==> src/rtl/id_ex_stage.sv <==
// id_ex_stage: decode-to-execute pipeline register for the RV32I core.
// Decodes the ALU control code, picks operands through two bypass ports and
// registers the execute-stage bundle under flush > stall > load priority.
module id_ex_stage #(
   parameter int WIDTH = 32
) (
   input  logic             clk,
   input  logic             reset,
   input  logic             stall,
   input  logic             flush,
   input  logic             id_valid,
   input  logic [6:0]       opcode,
   input  logic [2:0]       funct3,
   input  logic             funct7_5,
   input  logic [WIDTH-1:0] pc,
   input  logic [WIDTH-1:0] imm,
   input  logic [4:0]       rs1_addr,
   input  logic [4:0]       rs2_addr,
   input  logic [4:0]       rd_addr,
   input  logic [WIDTH-1:0] rs1_data,
   input  logic [WIDTH-1:0] rs2_data,
   input  logic             fwd1_we,
   input  logic             fwd2_we,
   input  logic [4:0]       fwd1_rd,
   input  logic [4:0]       fwd2_rd,
   input  logic [WIDTH-1:0] fwd1_data,
   input  logic [WIDTH-1:0] fwd2_data,
   output logic             ex_valid,
   output logic [WIDTH-1:0] alu_a,
   output logic [WIDTH-1:0] alu_b,
   output logic [3:0]       alu_ctrl,
   output logic [WIDTH-1:0] ex_store_data,
   output logic [4:0]       ex_rd,
   output logic             ex_regwrite,
   output logic             ex_branch,
   output logic [2:0]       ex_funct3,
   output logic             ex_illegal
);

   typedef enum logic [3:0] {
      ALU_ADD  = 4'b0000,
      ALU_SUB  = 4'b1000,
      ALU_SLT  = 4'b0010,
      ALU_SLTU = 4'b0011,
      ALU_XOR  = 4'b0100,
      ALU_OR   = 4'b0110,
      ALU_AND  = 4'b0111,
      ALU_SLL  = 4'b0001,
      ALU_SRL  = 4'b0101,
      ALU_SRA  = 4'b1101
   } alu_ctrl_e;

   localparam logic [6:0] OPC_OP     = 7'b0110011;
   localparam logic [6:0] OPC_OP_IMM = 7'b0010011;
   localparam logic [6:0] OPC_LOAD   = 7'b0000011;
   localparam logic [6:0] OPC_STORE  = 7'b0100011;
   localparam logic [6:0] OPC_BRANCH = 7'b1100011;
   localparam logic [6:0] OPC_LUI    = 7'b0110111;
   localparam logic [6:0] OPC_AUIPC  = 7'b0010111;
   localparam logic [6:0] OPC_JAL    = 7'b1101111;
   localparam logic [6:0] OPC_JALR   = 7'b1100111;

   // Everything the execute stage sees, registered as one bundle so that a
   // bubble is simply the all-zero value (ALU_ADD is 0000).
   typedef struct packed {
      logic             valid;
      logic [WIDTH-1:0] a;
      logic [WIDTH-1:0] b;
      alu_ctrl_e        ctrl;
      logic [WIDTH-1:0] store;
      logic [4:0]       rd;
      logic             regwrite;
      logic             branch;
      logic [2:0]       funct3;
      logic             illegal;
   } ex_bundle_t;

   logic [WIDTH-1:0] w_rs1_val;
   logic [WIDTH-1:0] w_rs2_val;
   ex_bundle_t       w_dec;
   ex_bundle_t       r_ex;

   // Register/immediate ALU op from funct3; alt selects SUB/SRA.
   function automatic alu_ctrl_e alu_from_funct3(input logic [2:0] f3, input logic alt);
      case (f3)
         3'b000:  alu_from_funct3 = alt ? ALU_SUB : ALU_ADD;
         3'b001:  alu_from_funct3 = ALU_SLL;
         3'b010:  alu_from_funct3 = ALU_SLT;
         3'b011:  alu_from_funct3 = ALU_SLTU;
         3'b100:  alu_from_funct3 = ALU_XOR;
         3'b101:  alu_from_funct3 = alt ? ALU_SRA : ALU_SRL;
         3'b110:  alu_from_funct3 = ALU_OR;
         default: alu_from_funct3 = ALU_AND;
      endcase
   endfunction

   // fwd1 is the younger producer, so it wins over fwd2; x0 is never bypassed.
   assign w_rs1_val = (fwd1_we && (fwd1_rd == rs1_addr) && (rs1_addr != 5'd0)) ? fwd1_data :
                      (fwd2_we && (fwd2_rd == rs1_addr) && (rs1_addr != 5'd0)) ? fwd2_data :
                      rs1_data;
   assign w_rs2_val = (fwd1_we && (fwd1_rd == rs2_addr) && (rs2_addr != 5'd0)) ? fwd1_data :
                      (fwd2_we && (fwd2_rd == rs2_addr) && (rs2_addr != 5'd0)) ? fwd2_data :
                      rs2_data;

   // Decode the incoming instruction into the execute-stage bundle.
   always_comb begin
      // NOTE: every field gets a default first so no path through the case leaves a latch.
      w_dec          = '0;
      w_dec.valid    = 1'b1;
      w_dec.ctrl     = ALU_ADD;
      w_dec.store    = w_rs2_val;
      w_dec.rd       = rd_addr;
      w_dec.funct3   = funct3;
      case (opcode)
         OPC_OP: begin
            w_dec.ctrl     = alu_from_funct3(funct3, funct7_5);
            w_dec.a        = w_rs1_val;
            w_dec.b        = w_rs2_val;
            w_dec.regwrite = 1'b1;
         end
         OPC_OP_IMM: begin
            w_dec.ctrl     = alu_from_funct3(funct3, funct7_5 && (funct3 == 3'b101));
            w_dec.a        = w_rs1_val;
            w_dec.b        = imm;
            w_dec.regwrite = 1'b1;
         end
         OPC_LOAD: begin
            w_dec.a        = w_rs1_val;
            w_dec.b        = imm;
            w_dec.regwrite = 1'b1;
         end
         OPC_STORE: begin
            w_dec.a        = w_rs1_val;
            w_dec.b        = imm;
         end
         OPC_BRANCH: begin
            case (funct3)
               3'b000, 3'b001: w_dec.ctrl = ALU_SUB;
               3'b100, 3'b101: w_dec.ctrl = ALU_SLT;
               3'b110, 3'b111: w_dec.ctrl = ALU_SLTU;
               default:        w_dec.illegal = 1'b1;
            endcase
            if (!w_dec.illegal) begin
               w_dec.a      = w_rs1_val;
               w_dec.b      = w_rs2_val;
               w_dec.branch = 1'b1;
            end
         end
         OPC_LUI: begin
            w_dec.b        = imm;
            w_dec.regwrite = 1'b1;
         end
         OPC_AUIPC: begin
            w_dec.a        = pc;
            w_dec.b        = imm;
            w_dec.regwrite = 1'b1;
         end
         OPC_JAL, OPC_JALR: begin
            w_dec.a        = pc;
            w_dec.b        = WIDTH'(4);
            w_dec.regwrite = 1'b1;
         end
         default: w_dec.illegal = 1'b1;
      endcase
      if (rd_addr == 5'd0) w_dec.regwrite = 1'b0;
   end

   // Pipeline register: reset/flush/bubble clear, stall holds, otherwise load.
   always_ff @(posedge clk or posedge reset) begin
      // NOTE: non-blocking assignments keep every flop sampling pre-edge values.
      if (reset)           r_ex <= '0;
      else if (flush)      r_ex <= '0;
      else if (!stall)     r_ex <= id_valid ? w_dec : '0;
   end

   assign ex_valid      = r_ex.valid;
   assign alu_a         = r_ex.a;
   assign alu_b         = r_ex.b;
   assign alu_ctrl      = r_ex.ctrl;
   assign ex_store_data = r_ex.store;
   assign ex_rd         = r_ex.rd;
   assign ex_regwrite   = r_ex.regwrite;
   assign ex_branch     = r_ex.branch;
   assign ex_funct3     = r_ex.funct3;
   assign ex_illegal    = r_ex.illegal;

endmodule

==> config.mk <==
export PLATFORM = sky130hd
export DESIGN_NAME = id_ex_stage
export DESIGN_NICKNAME = d
export VERILOG_FILES = /design/src/rtl/id_ex_stage.sv
export SDC_FILE = /design/constraint.sdc
export NUM_CORES = 1
export LEC_CHECK = 0
export ABC_AREA = 0
export CAP_MARGIN = 20
export CORE_MARGIN = 2
export CORE_UTILIZATION = 35
export CTS_CLUSTER_SIZE = 28
export DETAILED_ROUTE_END_ITERATION = 7
export GPL_ROUTABILITY_DRIVEN = 0
export GPL_TIMING_DRIVEN = 1
export PLACE_DENSITY = 0.77
export SLEW_MARGIN = 15
export SYNTH_ARGS = -nofsm -noshare
export SYNTH_HDL_FRONTEND = slang
export SYNTH_SLANG_ARGS = --single-unit
==> constraint.sdc <==
create_clock -name clk -period 9.9 [get_ports clk]
set_clock_uncertainty 0.05 [all_clocks]
set_input_delay 1.98 -clock clk [delete_from_list [all_inputs] [get_ports clk]]
set_output_delay 1.98 -clock clk [all_outputs]
set_load 0.005 [all_outputs]
After elaboration in Yosys (flattened, before gate mapping)
Index checks and enable logic that the tools add are counted.
{"block": "op_classes", "eq_ne": 21, "reduce_logical": 23, "mux": 25}
{"op": "$mux 112", "count": 3}
{"op": "$mux 32", "count": 4}
{"op": "$pmux 32 s4", "count": 1}
{"op": "$pmux 32 s3", "count": 1}
{"op": "$mux 64", "count": 1}
{"op": "$pmux 4 s7", "count": 2}
{"op": "$pmux 4 s3", "count": 2}
{"op": "$eq 7x6->1 const B", "count": 3}
{"op": "$eq 7x7->1 const B", "count": 3}
{"op": "$eq 5x5->1", "count": 4}
{"op": "$mux 4", "count": 4}
{"op": "$eq 7x5->1 const B", "count": 2}
{"op": "$eq 3x3->1 const B", "count": 4}
{"op": "$reduce_bool 5->1", "count": 2}
{"op": "$logic_and 1x1->1", "count": 9}
{"op": "$reduce_or 2->1", "count": 4}
{"op": "$reduce_or 8->1", "count": 1}
{"op": "$eq 7x2->1 const B", "count": 1}
{"op": "$reduce_or 7->1", "count": 1}
{"op": "$eq 3x2->1 const B", "count": 2}
{"op": "$mux 1", "count": 6}
{"op": "$reduce_or 6->1", "count": 1}
{"op": "$logic_not 5->1", "count": 1}
{"op": "$reduce_or 5->1", "count": 1}
{"op": "other kinds (6)", "count": 6}
{"block": "totals", "output_inout_bits": 112, "elab_cells": 79, "reg_bits": 112, "input_bits": 235}

Logic depth before layout (Yosys ltp)
{"block": "logic_depth", "word_depth": 10, "depth_mapped": 8, "mapped_depth_nobuf": 5}

Worst setup path before layout
No wires, ideal clock.
{"block": "synth_path", "path_kind": "input to register", "start": "input flush", "end": "register r_ex, in the netlist alu_b[30]", "arrival_ps": 3396, "setup_slack_ps": 6367, "n_path_buf": 3, "setup_time_ps": 87, "path_stages": 8, "path_cell_list": "or3b_1 buf_2 nor4_4 and3_1 buf_2 buf_2 nand3_1 o211ai_1"}
{"block": "synth_between", "elab_chain_len": 1, "word_cells_on_any_way": 2, "classes_between": "eq/ne: 1; mux: 1"}
{"element": "start, declared", "line": "10", "text": "input logic flush,"}
{"element": "$ne 2x1->1 (no source line) / $mux 112 (equally long branches)"}
{"element": "end signal, assigned", "line": "173", "text": "else if (!stall) r_ex <= id_valid ? w_dec : '0;"}
{"element": "end, declared", "line": "81", "text": "ex_bundle_t r_ex;"}
Parallel ways exist; a longest one is shown, timed or not.
A chain may end at the register's enable or synchronous reset.

Final worst setup path
Ends and elaborated chain as after synthesis.

==> flow_summary.ini <==
[outcome]
run_status = finished clean

[synthesis]
synth_seq_area_share_pct = 42.30
syn-cell-area_sq_um = 6625
asyncSetResetFlopFracSynth_pct = 100.0
synth.top_cells.by_area = sky130_fd_sc_hd__dfrtp_1, sky130_fd_sc_hd__a22oi_1, sky130_fd_sc_hd__o211ai_2
synthDominantAreaCellType = sky130_fd_sc_hd__dfrtp_1
synthesis.instances = 675
synth_top_cell_area_share_pct = 42.30
synth.ff_latch_count = 112
postSynthNetCount = 910
yosysUniqueCellTypes = 48
synth_edf_count = 0
synthFlopType = sky130_fd_sc_hd__dfrtp_1
yosysWarnings = 0
avgSynthCellArea_sq_um = 9.815

[critical_path]
timing.critical_path.arrival_ns = 5.03
timing.critical_path.required_ns = 10.11
kind_of_critical_path = primary input to flip-flop
timing.critical_path.from_type = primary input
crit_fanout = 33
endpoint_kind = flip-flop

[clock_network]
clock_tree.buffer_depth = 2
clock-root-buffer = sky130_fd_sc_hd__clkbuf_16
clock_insertion_delay_worst_skew_ns = 0.35
cts.repair.resized = 0
numClockSinks = 112
number_of_cts_inserted_buffers = 9
postCtsSetupBuffers = 0
tritoncts = yes
clk_transition_reported_paths_ns = 0.08
h_tree_levels = 3
cts.hold.buffers_added = 0

[timing]
post-route-min-period_ns = 4.814
slew_headroom_pct = 38.54
setup_tns_ns = 0
achievable_freq_mhz = 207.7
timing.final.setup_violations = 0
final_hold_violation_count = 0
rsz0062_at_grt = false
final_period_util_pct = 48.63
worst_slack_ns = 5.086
fin_worst_hold_slack_ns = 0.4330
tightestPinTransition_ns = 0.9197
slew_viol_final = 0

[grt]
grt_use_total_pct = 27.95
grt_antenna_before_repair = 0
grt_pass1_wl_um = 42990
grt_start_max_net_pins = 67
first_global_vias = 7401
gr-total-overflow = 0

[drt]
top_layer_used = met4
detail_route.vias_per_cell = 5.887
vias = 7165
met1_length_um = 11340
first_iter_violations = 585
totalWireLength_um = 28340
drt-wirelength-per-cell_um = 23.28
ant_nets = 0
drt_drc_violations_left = 0
wl_met2_um = 13840
drt_first_pass_iters = 5
route.met3.wl_um = 2246

[power_and_ir_drop]
power.density_cell_area_nw_per_um2 = 103.5
worst_ir_drop_vdd_uv = 66.84
total_leakage_power_nw = 3.985

[min_path]
worst_hold_path_type = flip-flop to flip-flop

[finish]
fin_util_pct = 56.67
area_delta_synth_final_pct = 59.47
layout.cell_area.non_filler_sq_um = 10570
final_net_count = 1213
ratio_of_cells_with_drive_above_1_in_the_final_layout_pct = 7.731
number_of_inserted_diodes = 0

[place]
dp_hpwl_um = 20280
place_ws_ns = 4.755
placed_area_sq_um = 10220
port_buffers = 346

[floorplan]
floorplan.die.width_um = 141.6
floorplan.core_area_sq_um = 18640
placement_rows = 50
die-area_sq_um = 20040
initial_utilization_pct = 35.54
ioPinCount = 347
vertical_die_dimension_um = 141.6

[job]
drv.max_cap_violation_count = 0
## metal layers
| layer | vias to the layer above | track usage [%] |
|---|---|---|
| met5 | - | 0 |
| met4 | 0 | 11.47 |
| met3 | 59 | 5.501 |
| met2 | 397 | 46.93 |
| met1 | 3488 | 35.36 |
| li1 | 3221 | - |
## sequential cells by signal, indices dropped and copies added (netlist names), 3 cells and up
signal	count
ex_store_data	32
ex_funct3	3
ex_rd	5
alu_ctrl	4
alu_a	32
alu_b	32
## cell usage after synthesis (3+ instances only)
cell type	n
sky130_fd_sc_hd__and2_1	3
sky130_fd_sc_hd__o21ai_0	20
sky130_fd_sc_hd__nor2_1	25
sky130_fd_sc_hd__o31a_1	31
sky130_fd_sc_hd__a211oi_1	32
sky130_fd_sc_hd__a22o_1	7
sky130_fd_sc_hd__o211ai_1	35
sky130_fd_sc_hd__a22oi_1	64
sky130_fd_sc_hd__clkbuf_1	41
sky130_fd_sc_hd__buf_6	4
sky130_fd_sc_hd__xnor2_1	16
sky130_fd_sc_hd__o21ai_1	14
sky130_fd_sc_hd__a32oi_1	3
sky130_fd_sc_hd__nand3_1	68
sky130_fd_sc_hd__nand2b_1	7
sky130_fd_sc_hd__nand2_1	50
sky130_fd_sc_hd__inv_1	3
sky130_fd_sc_hd__buf_4	5
sky130_fd_sc_hd__o211ai_2	31
sky130_fd_sc_hd__mux2i_1	32
sky130_fd_sc_hd__o31ai_1	21
sky130_fd_sc_hd__buf_2	17
sky130_fd_sc_hd__dfrtp_1	112
sky130_fd_sc_hd__nor2b_1	3
## layout by cell type (no fill, tap or decap), drive strengths merged, types with 25 or more instances in the layout
cell / instances
clkdlybuf4s50: 346
dfrtp: 112
nand3: 68
o211ai: 66
a22oi: 64
nand2: 50
o21ai: 34
a211oi: 33
mux2i: 32
o31a: 31
nor2: 25
## logic make-up after synthesis
| logic type | after synthesis | share of synthesized area (%) |
|---|---|---|
| flops | 112 | 42.30 |
| mux | 32 | 4.835 |
| compound gates | 268 | 32.56 |
| simple gates | 176 | 13.03 |
| xor+xnor | 17 | 2.247 |
| buf+inv | 70 | 5.024 |
## stage by stage
stage,power (mW),instances
final,1.093,1217
after global routing,1.134,1217
after CTS,1.100,1216
after detailed placement,0.7034,1200
after global placement,0.7012,1200
after floorplan,0.5509,675
## power by group
part	internal, mW	leakage [nW]	switching (mW)
combinational	0.124	2.29	0.102
clock	0.223	0.150	0.174
sequential	0.465	1.55	0.00497
total	0.812	3.98	0.281
## worst max-delay path, cell delays in order
cell                              delay (ns)
sky130_fd_sc_hd__clkdlybuf4s50_1        0.51
sky130_fd_sc_hd__or3b_1                 0.63
sky130_fd_sc_hd__nor4_4                 0.30
sky130_fd_sc_hd__and3_2                 0.75
sky130_fd_sc_hd__nand2b_4               0.51
sky130_fd_sc_hd__o211ai_1               0.31
## worst paths after layout
check	startpoint	to	slack, ns	cells past startpoint
worst max-delay path	flush	alu_b[30]$_DFFE_PP0P_	5.09	6
worst min-delay path	ex_regwrite$_DFFE_PP0P_	ex_regwrite$_DFFE_PP0P_	0.43	1
worst max register to register	alu_b[10]$_DFFE_PP0P_	alu_b[10]$_DFFE_PP0P_	8.79	2
worst min register to register	ex_regwrite$_DFFE_PP0P_	ex_regwrite$_DFFE_PP0P_	0.43	1
max in group asynchronous	reset	ex_store_data[21]$_DFFE_PP0P_	6.50	3
min in group asynchronous	reset	ex_funct3[1]$_DFFE_PP0P_	2.03	2
## cell type report
| class | count | area [sq um] |
|---|---|---|
| Fill cell | 1656 | 8078 |
| Timing Repair Buffer | 359 | 3581 |
| Multi-Input combinational cell | 493 | 3561 |
| Sequential cell | 112 | 2803 |
| Tap cell | 234 | 292.8 |
| Clock buffer | 11 | 232.7 |
| Clock inverter | 5 | 81.33 |
| Inverter | 3 | 13.76 |
Power figures use the tool's default switching activity.
